`src/rtl/ifq_pkg.sv`:
```
// ifq_pkg: shared types and constants for the instruction fetch queue.
//   ifq_state_e  - fetch FSM state (RUN / WAIT / DRAIN)
//   ifq_entry_t  - queue entry {pc4, order}
//   NOP          - instruction presented when no entry is valid
//   WORD_STEP    - fetch address increment per instruction word
package ifq_pkg;

  typedef enum logic [1:0] {
    ST_RUN,
    ST_WAIT,
    ST_DRAIN
  } ifq_state_e;

  typedef struct packed {
    logic [31:0] pc4;
    logic [31:0] order;
  } ifq_entry_t;

  localparam logic [31:0] NOP       = 32'h0000_0000;
  localparam logic [31:0] WORD_STEP = 32'd4;

endpackage

```
`src/rtl/ifq_fifo.sv`:
```
// ifq_fifo: DEPTH-entry circular buffer of fetch entries.
//   clk, rst   - clock, synchronous active-low reset
//   flush      - empty the buffer (wins over push/pop)
//   push       - write wr_entry at the tail
//   pop        - drop the head entry
//   wr_entry   - entry to write
//   rd_entry   - current head entry (registered storage, read combinationally)
//   count      - number of valid entries
module ifq_fifo
  import ifq_pkg::*;
#(
  parameter int unsigned DEPTH = 4
) (
  input  logic                     clk,
  input  logic                     rst,
  input  logic                     flush,
  input  logic                     push,
  input  logic                     pop,
  input  ifq_entry_t               wr_entry,
  output ifq_entry_t               rd_entry,
  output logic [$clog2(DEPTH):0]   count
);

  localparam int unsigned PW = $clog2(DEPTH);
  localparam int unsigned CW = PW + 1;

  ifq_entry_t     mem_q [DEPTH];
  ifq_entry_t     mem_d [DEPTH];
  logic [PW-1:0]  wr_ptr_q, wr_ptr_d;
  logic [PW-1:0]  rd_ptr_q, rd_ptr_d;
  logic [CW-1:0]  count_q, count_d;

  always_comb begin
    mem_d    = mem_q;
    wr_ptr_d = wr_ptr_q;
    rd_ptr_d = rd_ptr_q;
    count_d  = count_q;
    if (flush) begin
      wr_ptr_d = '0;
      rd_ptr_d = '0;
      count_d  = '0;
    end else begin
      // Power-of-two DEPTH: pointer overflow is the modulo wrap.
      if (push) begin
        mem_d[wr_ptr_q] = wr_entry;
        wr_ptr_d        = wr_ptr_q + PW'(1);
      end
      if (pop) begin
        rd_ptr_d = rd_ptr_q + PW'(1);
      end
      if (push && !pop) begin
        count_d = count_q + CW'(1);
      end else if (pop && !push) begin
        count_d = count_q - CW'(1);
      end
    end
  end

  always_ff @(posedge clk) begin
    if (!rst) begin
      wr_ptr_q <= '0;
      rd_ptr_q <= '0;
      count_q  <= '0;
    end else begin
      wr_ptr_q <= wr_ptr_d;
      rd_ptr_q <= rd_ptr_d;
      count_q  <= count_d;
    end
  end

  // Storage needs no reset: nothing is read while count is zero.
  always_ff @(posedge clk) begin
    mem_q <= mem_d;
  end

  assign rd_entry = mem_q[rd_ptr_q];
  assign count    = count_q;

endmodule

```
`src/rtl/ifetch_queue.sv`:
```
// ifetch_queue: instruction fetch front-end. Issues one word fetch at a time
// to a variable-latency instruction memory and buffers {pc4, order} entries
// in a DEPTH-entry queue feeding the IF/ID register.
//   clk, rst              - clock, synchronous active-low reset
//   imem_req, imem_addr   - fetch request / word address, held until imem_ack
//   imem_ack, imem_rdata  - one-cycle response strobe with instruction
//   redirect, redirect_pc - flush and restart fetching at redirect_pc
//   stall                 - consumer does not take the head entry this cycle
//   out_valid, out_order, out_pc4 - head entry (NOP / 0 when not valid)
// Build option: IFETCH_QUEUE_BYPASS_EN adds a zero-latency path from the
// memory response to out_* while the queue is empty.
module ifetch_queue
  import ifq_pkg::*;
#(
  parameter int unsigned DEPTH    = 4,
  parameter logic [31:0] RESET_PC = 32'h0000_0000
) (
  input  logic        clk,
  input  logic        rst,
  output logic        imem_req,
  output logic [31:0] imem_addr,
  input  logic        imem_ack,
  input  logic [31:0] imem_rdata,
  input  logic        redirect,
  input  logic [31:0] redirect_pc,
  input  logic        stall,
  output logic        out_valid,
  output logic [31:0] out_order,
  output logic [31:0] out_pc4
);

  localparam int unsigned CW = $clog2(DEPTH) + 1;

  ifq_state_e    state_q, state_d;
  logic [31:0]   fetch_pc_q, fetch_pc_d;
  logic [31:0]   req_addr_q, req_addr_d;

  logic [CW-1:0] count;
  logic [CW-1:0] occ_after_pop;
  ifq_entry_t    head, new_entry;
  logic          q_valid, bypass_hit, pop, push, flush, issue;

  ifq_fifo #(.DEPTH(DEPTH)) u_fifo (
    .clk      (clk),
    .rst      (rst),
    .flush    (flush),
    .push     (push),
    .pop      (pop),
    .wr_entry (new_entry),
    .rd_entry (head),
    .count    (count)
  );

  always_comb begin
    q_valid   = (count != '0);
    new_entry = '{pc4: fetch_pc_q + WORD_STEP, order: imem_rdata};

`ifdef IFETCH_QUEUE_BYPASS_EN
    bypass_hit = !q_valid && (state_q == ST_WAIT) && imem_ack && !redirect;
`else
    bypass_hit = 1'b0;
`endif

    out_valid = q_valid || bypass_hit;
    out_order = NOP;
    out_pc4   = '0;
    if (q_valid) begin
      out_order = head.order;
      out_pc4   = head.pc4;
    end else if (bypass_hit) begin
      out_order = new_entry.order;
      out_pc4   = new_entry.pc4;
    end

    flush = redirect;
    pop   = q_valid && !stall && !redirect;
    // A bypassed response taken by the consumer never enters the queue.
    push  = (state_q == ST_WAIT) && imem_ack && !redirect && !(bypass_hit && !stall);

    occ_after_pop = count - CW'(pop);
    issue         = (state_q == ST_RUN) && !redirect && (occ_after_pop < CW'(DEPTH));

    state_d    = state_q;
    fetch_pc_d = fetch_pc_q;
    req_addr_d = req_addr_q;
    if (redirect) begin
      fetch_pc_d = redirect_pc;
      // An outstanding request still owes an ack; its data must be dropped.
      state_d    = ((state_q != ST_RUN) && !imem_ack) ? ST_DRAIN : ST_RUN;
    end else begin
      unique case (state_q)
        ST_RUN: begin
          if (issue) begin
            state_d    = ST_WAIT;
            req_addr_d = fetch_pc_q;
          end
        end
        ST_WAIT: begin
          if (imem_ack) begin
            fetch_pc_d = fetch_pc_q + WORD_STEP;
            state_d    = ST_RUN;
          end
        end
        ST_DRAIN: begin
          if (imem_ack) begin
            state_d = ST_RUN;
          end
        end
        default: state_d = ST_RUN;
      endcase
    end
  end

  always_ff @(posedge clk) begin
    if (!rst) begin
      state_q    <= ST_RUN;
      fetch_pc_q <= RESET_PC;
      req_addr_q <= RESET_PC;
    end else begin
      state_q    <= state_d;
      fetch_pc_q <= fetch_pc_d;
      req_addr_q <= req_addr_d;
    end
  end

  // Request address is captured at issue so it stays put through DRAIN
  // even though fetch_pc already holds the redirect target.
  assign imem_req  = (state_q != ST_RUN);
  assign imem_addr = req_addr_q;

endmodule

```
`config.mk`:
```
export PLATFORM = sky130hd
export DESIGN_NAME = ifetch_queue
export DESIGN_NICKNAME = d
export VERILOG_FILES = /design/src/rtl/ifq_pkg.sv /design/src/rtl/ifq_fifo.sv /design/src/rtl/ifetch_queue.sv
export SDC_FILE = /design/constraint.sdc
export NUM_CORES = 1
export LEC_CHECK = 0
export ABC_AREA = 1
export ABC_CLOCK_PERIOD_IN_PS = 7860
export CAP_MARGIN = 20
export CORE_ASPECT_RATIO = 0.5
export CORE_MARGIN = 2
export CORE_UTILIZATION = 55
export DETAILED_ROUTE_END_ITERATION = 10
export PLACE_DENSITY_LB_ADDON = 0.05
export SLEW_MARGIN = 5
export SYNTH_ARGS = -nofsm -noshare
export SYNTH_HDL_FRONTEND = slang
export SYNTH_SLANG_ARGS = --single-unit
```
`constraint.sdc`:
```
create_clock -name clk -period 7.86 [get_ports clk]
set_input_delay 1.572 -clock clk [delete_from_list [all_inputs] [get_ports clk]]
set_output_delay 1.572 -clock clk [all_outputs]
set_load 0.01 [all_outputs]
```
==> flow_summary.json, run 1 <==
{
  "status": "finished clean",
  "syn2layout_area_growth_pct": 21.38,
  "endpoint": "out_pc4[13]",
  "switchingPower_mw": 0.7858,
  "synth_top_area_share_pct": 55.35,
  "antenna_found_initial": 0,
  "place.gp.congestion": 0.9166,
  "reg2reg_from": "state_q[1]",
  "r2r-end": "u_fifo.mem_q[20]",
  "swShare_pct": 21.52,
  "drive_above_1_share_pct": 7.561,
  "combPwrFrac_pct": 5.6,
  "clk_latency_ns": 0.57,
  "cp-start-kind": "register",
  "cts_setup_buffers": 0,
  "final_nets": 1576,
  "final_max_slew_viol_count": 0,
  "vias": 10189,
  "synthTopCellsByArea": "edfxtp_1, dfxtp_1, nor2_1",
  "fin_tns_setup_ns": 0,
  "grt_max_degree": 81,
  "cpPeakStageDelay_ns": 0.66,
  "htree_levels": 1,
  "drt.antenna.violating_nets": 0,
  "worst-path-stages": 5,
  "die_w_um": 228.7,
  "leakage_nw": 5.692,
  "power.internal_mw": 2.866,
  "synthesis.nets": 1441,
  "grt_overflow": 0,
  "synth.distinct_cells": 29,
  "hold_violations": 0,
  "finalClockSkew_ns": 0.01136,
  "route.detailed.drc": 0,
  "ctsResizeCount": 0,
  "worst-path-buf-inv": 3,
  "final.fill_count": 1919,
  "min_path_type": "register to register",
  "final_cells": 1865,
  "critPathKind": "register to primary output",
  "io_pins": 167,
  "drtIter0Drc": 852,
  "placed_cells": 1810,
  "grt_pass1_wl_um": 52340,
  "seq_power_share_pct": 52.6,
  "clkPwrFrac_pct": 41.7,
  "syn-instance-count": 1363,
  "cts_tree": "done",
  "diodes": 0,
  "wirelength_um": 33760,
  "synth_top_area_cell": "edfxtp_1",
  "crit_chain": "inv_2 -> buf_4 -> o21ai_0 -> a21oi_1 -> clkdlybuf4s50_1",
  "ff2ff_setup_slack_ns": 5.03,
  "die_h_um": 116.4,
  "max_freq_mhz": 188.9,
  "clock-root-buffer": "clkbuf_16",
  "crit_path_start": "u_fifo.rd_ptr_q[0]",
  "initial_utilization_pct": 55.59,
  "core_region_area_um2": 24980,
  "final.period_utilization_pct": 67.36,
  "reg2reg_depth": 7,
  "crit_slowest_cell": "inv_2",
  "syn_avg_cell_area_um2": 10.19,
  "tightest_slew_ns": 0.9983,
  "power.total_mw": 3.652,
  "syn_area_um2": 13890,
  "synth_seq_cells": 329,
  "ir_worst_vdd_v": 0.0001346,
  "ys_warn_count": 0,
  "hpwl_um": 20260,
  "rsz0062_at_grt": "no",
  "first_global_vias": 9770,
  "fp-row-count": 41,
  "cp_max_fo": 80,
  "globalRouteTotalUtil_pct": 25.25,
  "portBuffers": 166,
  "path_clk_slew_ns": 0.07,
  "seq_area_frac_synth_pct": 65.87,
  "vias_per_cell": 5.463,
  "cts_buffer_depth": 3,
  "first_pass_iters": 5,
  "worst_ep_arrival_time_ns": 3.72,
  "whs_ns": 0.4643,
  "cp_top_family": "buffers and inverters",
  "p_per_area_nw_per_um2": 216.6,
  "hold_buffers": 0,
  "worstPathRequired_ns": 6.29,
  "die-area_um2": 26620,
  "min_period_ns": 5.294,
  "crit_path_end_kind": "primary output",
  "setup_violations": 0,
  "slew_headroom_pct": 33.29,
  "wl_per_cell_um": 18.10,
  "numCtsBuffers": 29,
  "clkSinkCount": 329,
  "maxCapViolCount": 0
}
-- worst register-to-register path: stages, from the launching register on --
cell	delay, ns
dfxtp_1	0.31
inv_1	0.07
ha_1	0.14
nand2_1	0.17
nor2_2	0.15
inv_1	0.20
nor2_4	0.81
buf_4	0.61
-- power groups by stage --
stage / logic, mW / registers, mW / clock network, mW
global route: 0.225 / 1.92 / 1.61
global placement: 0.197 / 1.96 / 0
floorplan: 0.0938 / 1.95 / 0
finish: 0.206 / 1.92 / 1.52
CTS: 0.203 / 1.92 / 1.54
detailed placement: 0.202 / 1.96 / 0
-- synth_stat cells --
library cell and count:
and2_1 5, nand2_4 1, a22o_1 4, o21bai_1 1, buf_2 21, xor2_1 6, edfxtp_1 256, o21ai_1 4
nand4_1 1, nor2_1 296, ha_1 8, nor3_1 1, clkbuf_1 49, buf_1 6, a21oi_1 125, inv_1 67
nand2_1 171, fa_1 1, inv_2 1, xnor2_1 4, dfxtp_1 73, a21oi_2 2, xor2_2 4, nand2_2 15
nor2_4 10, nor2_2 11, o21ai_0 153, a31oi_1 9, nand3_1 58
-- per-stage QoR --
stage	util, %	worst slack [ns]	instance area [um2]
2_1_floorplan	-	2.639	13890
3_3_place_gp	63.29	3.286	15810
3_5_place_dp	63.29	3.200	15810
4_1_cts	67.37	2.613	16830
5_1_grt	67.48	2.386	16860
6_report	67.48	2.566	16860
-- flip-flops by register name, summed over array words and instances (netlist names) --
register         count
u_fifo.rd_ptr_q      2
u_fifo.wr_ptr_q      2
u_fifo.mem_q       256
state_q              2
imem_addr           32
u_fifo.count         3
fetch_pc_q          32
-- worst min path at each step --
stage                        startpoint       endpoint  slack (ns)  cells past startpoint
final                     imem_addr[26]  imem_addr[26]        0.46                      2
after global routing      imem_addr[26]  imem_addr[26]        0.48                      2
after CTS                 imem_addr[26]  imem_addr[26]        0.47                      2
after detailed placement  imem_addr[23]  imem_addr[23]        0.45                      2
after global placement     imem_addr[3]   imem_addr[3]        0.45                      2
after floorplan              state_q[1]     state_q[1]        0.44                      2
-- cell type report --
cell class | count | area (um2) | share of cell area, %
Clock buffer | 33 | 740.7 | 4.394
Clock inverter | 21 | 277.8 | 1.648
Tap cell | 344 | 430.4 | 2.553
Multi-Input combinational cell | 890 | 4213 | 24.99
Timing Repair Buffer | 180 | 1787 | 10.60
Sequential cell | 329 | 9154 | 54.30
Inverter | 68 | 255.2 | 1.514
-- logic make-up (layout without fill, tap and decap cells) --
logic type,count (synthesis),after routing,synth area share [%]
buffers and inverters,144,302,4.081
flip-flops,329,329,65.87
XOR/XNOR,14,14,1.099
adder cells (fa/ha/maj),9,9,0.8649
AO/OA/AOI/OAI,298,298,11.00
AND/OR/NAND/NOR,569,569,17.08
-- metal layers --
metal,track usage [%],vias to the layer above,wire length [um],part of all wire [%]
met3,4.517,44,2303,6.8
met1,36.18,4904,15540,46
li1,-,4903,-,-
met5,0,-,0,0
met4,6.144,0,643,1.9
met2,40.75,338,15270,45
-- layout by cell type (no fill, tap or decap), types with 2 or more instances in the layout --
cell / count
clkbuf_1: 4
nor2_4: 15
clkinvlp_4: 4
clkinv_1: 3
edfxtp_1: 256
inv_2: 2
a21oi_2: 2
dfxtp_1: 71
clkinv_2: 6
and2_1: 5
xnor2_1: 4
nor2_2: 12
inv_1: 65
clkdlybuf4s50_1: 166
bufinv_16: 6
ha_1: 8
xor2_1: 6
xor2_2: 4
nand3_1: 58
clkbuf_16: 29
nand2_2: 15
o21ai_1: 4
buf_4: 13
clkinvlp_2: 2
a21oi_1: 125
nor2_1: 290
a31oi_1: 9
a22o_1: 4
nand2_1: 171
o21ai_0: 153
Power figures use the tool's default switching activity.
==> run 2: changes to the inputs <==
- ABC_CLOCK_PERIOD_IN_PS: 7860 -> 5200
- clock period: 7.86 -> 5.2 ns (I/O delays scaled with it)
==> run 2 against run 1 <==
Wire length rose by 0.28%; critical path depth up 1; hold slack got worse by 0.0024 ns; final cell count up 0.27%; critical endpoint is now out_pc4[17]; via count decreased by 0.59%; critical path type unchanged; first-iteration DRC count grew 12%; register-to-register slack lost 2.4 ns; cell area rose by 0.20%; non-clock buffer count grew 3; sequential share of layout area decreased by 0.11 points; utilization increased by 0.14 points.
==> flow_summary.json, run 2 (synthesis results as in run 1) <==
{
  "ff2ff_setup_slack_ns": 2.67,
  "diodes": 0,
  "clock-root-buffer": "clkbuf_16",
  "final.period_utilization_pct": 84.19,
  "largest_reg_flops": 256,
  "fin_tns_setup_ns": 0,
  "io_pins": 167,
  "portBuffers": 166,
  "r2r-end": "u_fifo.count[2]",
  "die_w_um": 228.7,
  "holdCritStartpoint": "imem_addr[25]",
  "min_period_ns": 4.378,
  "die_h_um": 116.4,
  "final_nets": 1580,
  "crit_path_start": "u_fifo.rd_ptr_q[0]",
  "grt_max_degree": 89,
  "syn2layout_area_growth_pct": 21.62,
  "cts_setup_buffers": 0,
  "first_pass_iters": 4,
  "wl_per_cell_um": 18.10,
  "maxCapViolCount": 0,
  "die-area_um2": 26620,
  "crit_path_end_kind": "primary output",
  "leakage_nw": 5.709,
  "antenna_found_initial": 1,
  "worstPathRequired_ns": 4.16,
  "cp-start-kind": "register",
  "numCtsBuffers": 30,
  "wl_met2_um": 15010,
  "finalClockSkew_ns": 0.01185,
  "tightest_slew_ns": 1.008,
  "first_global_vias": 9470,
  "slew_headroom_pct": 32.66,
  "core_region_area_um2": 24980,
  "max_freq_mhz": 228.4,
  "status": "finished clean",
  "clkSinkCount": 329,
  "regMostFlops": "u_fifo.mem_q",
  "power.internal_mw": 4.273,
  "rsz0062_at_grt": "no",
  "vias": 10129,
  "hold_buffers": 0,
  "routed.top_layer": "met5",
  "final_cells": 1870,
  "ir_worst_vdd_v": 0.0002481,
  "drtIter0Drc": 953,
  "critPathKind": "register to primary output",
  "cts_tree": "done",
  "switchingPower_mw": 1.183,
  "initial_utilization_pct": 55.59,
  "grt_overflow": 0,
  "reg2reg_depth": 12,
  "hold_violations": 0,
  "wl_met3_um": 2182,
  "cts_buffer_depth": 3,
  "clk_latency_ns": 0.57,
  "final_cell_mix": "nor2_1, edfxtp_1, nand2_1",
  "seq_power_share_pct": 53.2,
  "path_clk_slew_ns": 0.07,
  "drive_above_1_share_pct": 7.536,
  "final_util_pct": 67.61,
  "final_common_cell": "nor2_1",
  "ctsResizeCount": 0,
  "min_path_type": "register to register",
  "drt.antenna.violating_nets": 0,
  "combPwrFrac_pct": 5.7,
  "htree_levels": 1,
  "endpoint": "out_pc4[17]",
  "place.gp.congestion": 0.8949,
  "placed_cells": 1814,
  "cp_max_fo": 88,
  "fp-row-count": 41,
  "grt_pass1_wl_um": 52030,
  "reg2reg_from": "u_fifo.count[0]",
  "vias_per_cell": 5.417,
  "wirelength_um": 33860,
  "setup_violations": 0,
  "p_per_area_nw_per_um2": 323.0,
  "worst_ep_arrival_time_ns": 3.34,
  "clkPwrFrac_pct": 41.1,
  "globalRouteTotalUtil_pct": 25.27,
  "hpwl_um": 20880,
  "wl_met1_um": 16060,
  "final_max_slew_viol_count": 0,
  "route.detailed.drc": 0,
  "swShare_pct": 21.68
}
run 2: per-layer routing:
layer | up-vias | GRT usage (%)
li1 | 4912 | -
met1 | 4861 | 37.24
met2 | 316 | 39.88
met3 | 38 | 4.492
met4 | 2 | 5.447
met5 | - | 0
run 2: final cells by class:
type,instances,area [um2]
Sequential cell,329,9154
Fill cell,1918,8092
Multi-Input combinational cell,890,4213
Timing Repair Buffer,183,1839
Clock buffer,34,775.7
Tap cell,344,430.4
Inverter,68,255.2
Clock inverter,22,224.0
run 2: per-stage QoR:
step           hold WS (ns)  total power, mW  instance area (um2)  worst slack (ns)
2_1_floorplan        0.4402            3.094                13890            0.5111
3_3_place_gp         0.4507            3.260                15890             1.496
3_5_place_dp         0.4540            3.267                15890             1.436
4_1_cts              0.4670            5.488                16890            0.8105
5_1_grt              0.4809            5.627                16890            0.5687
6_report             0.4619            5.456                16890            0.8222
run 2: how the worst min path moves through the flow:
stage	end	slack, ns	depth (start not counted)
after floorplan	state_q[1]	0.44	2
after global placement	imem_addr[2]	0.45	2
after detailed placement	imem_addr[21]	0.45	2
after CTS	imem_addr[4]	0.47	2
after global routing	imem_addr[17]	0.48	2
final	imem_addr[25]	0.46	2
run 2: power groups by stage:
stage               logic [mW]  clock network (mW)  registers [mW]
floorplan                0.142                   0            2.95
global placement         0.300                   0            2.96
detailed placement       0.307                   0            2.96
CTS                      0.309                2.28            2.90
global route             0.338                2.38            2.91
finish                   0.309                2.24            2.90
run 2: worst max-delay path: stages (launching register included):
cell and delay (ns):
dfxtp_4 0.66, buf_4 0.81, nor2_1 0.11, nor2_1 0.12
o21ai_0 0.11, a21oi_1 0.29, clkdlybuf4s50_1 0.58
==> run 3: changes to the inputs <==
- ABC_CLOCK_PERIOD_IN_PS: 5200 -> 4500
- clock period: 5.2 -> 4.5 ns (I/O delays scaled with it)
==> run 3 against run 2 <==
Power increased by 11%; setup slack improved by 0.14 ns; die area unchanged; non-clock buffer count increased by 5; sequential share of layout area increased by 0.31 points; utilization decreased by 0.38 points; global-route usage decreased by 0.12 points; combinational power increased by 15%; largest cell class unchanged; largest power group unchanged.
==> flow_summary.json, run 3 (synthesis results as in run 1) <==
{
  "wl_per_cell_um": 18.08,
  "route.detailed.drc": 0,
  "vias_per_cell": 5.441,
  "tightest_slew_ns": 0.9566,
  "crit_path_end_kind": "primary output",
  "wirelength_um": 33840,
  "maxCapViolCount": 0,
  "hold_violations": 0,
  "final_cell_mix": "nor2_1, edfxtp_1, nand2_1",
  "die_h_um": 116.4,
  "globalRouteTotalUtil_pct": 25.15,
  "rsz0062_at_grt": "no",
  "cts_tree": "done",
  "cp-start-kind": "register",
  "drtIter0Drc": 1055,
  "ctsResizeCount": 0,
  "drt.antenna.violating_nets": 0,
  "initial_utilization_pct": 55.59,
  "cp_max_fo": 34,
  "cts_buffer_depth": 3,
  "final.period_utilization_pct": 78.66,
  "worst_ep_arrival_time_ns": 2.64,
  "clkSinkCount": 329,
  "grt_pass1_wl_um": 52100,
  "die_w_um": 228.7,
  "syn2layout_area_growth_pct": 20.94,
  "min_period_ns": 3.540,
  "path_clk_slew_ns": 0.07,
  "power.total_mw": 6.064,
  "cts_setup_buffers": 0,
  "fp-row-count": 41,
  "fin_tns_setup_ns": 0,
  "hold_buffers": 0,
  "diodes": 0,
  "core_region_area_um2": 24980,
  "antenna_found_initial": 0,
  "setup_violations": 0,
  "grt_max_degree": 132,
  "portBuffers": 166,
  "vias": 10185,
  "min_path_type": "register to register",
  "ir_worst_vdd_v": 0.0002473,
  "leakage_nw": 5.681,
  "die-area_um2": 26620,
  "drive_above_1_share_pct": 7.395,
  "max_freq_mhz": 282.5,
  "clk_latency_ns": 0.56,
  "status": "finished clean",
  "htree_levels": 1,
  "grt_overflow": 0,
  "hpwl_um": 20790,
  "place.gp.congestion": 0.8683,
  "worstPathRequired_ns": 3.60,
  "first_global_vias": 9657,
  "first_pass_iters": 5,
  "io_pins": 167,
  "clock-root-buffer": "clkbuf_16",
  "p_per_area_nw_per_um2": 361.1,
  "numCtsBuffers": 29,
  "final_nets": 1584,
  "finalClockSkew_ns": 0.01247,
  "slew_headroom_pct": 36.07,
  "critPathKind": "register to primary output",
  "final_common_cell": "nor2_1",
  "largest_reg_flops": 256,
  "regMostFlops": "u_fifo.mem_q",
  "final_max_slew_viol_count": 0
}
==> run 3: cell type report <==
cell class	count	area, um2
Clock buffer	40	787.0
Inverter	68	255.2
Timing Repair Buffer	188	1864
Fill cell	1943	8187
Clock inverter	13	92.59
Sequential cell	329	9154
Tap cell	344	430.4
Multi-Input combinational cell	890	4213
==> run 3: layer usage <==
metal | part of all wire (%) | GRT usage [%] | wire (um) | vias to the layer above
met2 | 45 | 40.53 | 15220 | 328
met1 | 48 | 37.23 | 16210 | 4911
met3 | 5.7 | 3.638 | 1939 | 32
met5 | 0 | 0 | 0 | -
li1 | - | - | - | 4914
met4 | 1.4 | 4.575 | 475 | 0
==> run 3: power breakdown <==
| group | total (mW) | switching (mW) | internal (mW) |
|---|---|---|---|
| Sequential | 3.36 | 0.0425 | 3.31 |
| Clock | 2.35 | 1.07 | 1.28 |
| Combinational | 0.356 | 0.202 | 0.154 |
| Total | 6.06 | 1.32 | 4.75 |
==> run 3: metrics by stage <==
| stage | hold WS, ns | util, % | cells | cell area (um2) | setup WS (ns) |
|---|---|---|---|---|---|
| finish | 0.4665 | 67.23 | 1872 | 16800 | 0.9605 |
| floorplan | 0.4402 | - | 1363 | 13890 | -0.04886 |
| CTS | 0.4666 | 67.23 | 1872 | 16800 | 0.8965 |
| global route | 0.4836 | 67.23 | 1872 | 16800 | 0.8264 |
| detailed placement | 0.4549 | 63.71 | 1819 | 15920 | 0.9663 |
| global placement | 0.4526 | 63.71 | 1819 | 15920 | 1.098 |
==> run 3: final timing paths <==
| path | depth (start not counted) | end | startpoint | slack, ns |
|---|---|---|---|---|
| hold / removal | 2 | imem_addr[25] | imem_addr[25] | 0.47 |
| setup reg to reg | 13 | u_fifo.count[2] | u_fifo.count[0] | 2.07 |
| setup / recovery | 5 | out_pc4[17] | u_fifo.rd_ptr_q[0] | 0.96 |
| hold reg to reg | 2 | imem_addr[25] | imem_addr[25] | 0.47 |
==> run 3: worst max-delay path, cell delays in order, from the launching register on <==
cell,delay (ns)
dfxtp_4,0.35
inv_2,0.41
buf_4,0.35
o21ai_0,0.14
a21oi_1,0.23
clkdlybuf4s50_1,0.59
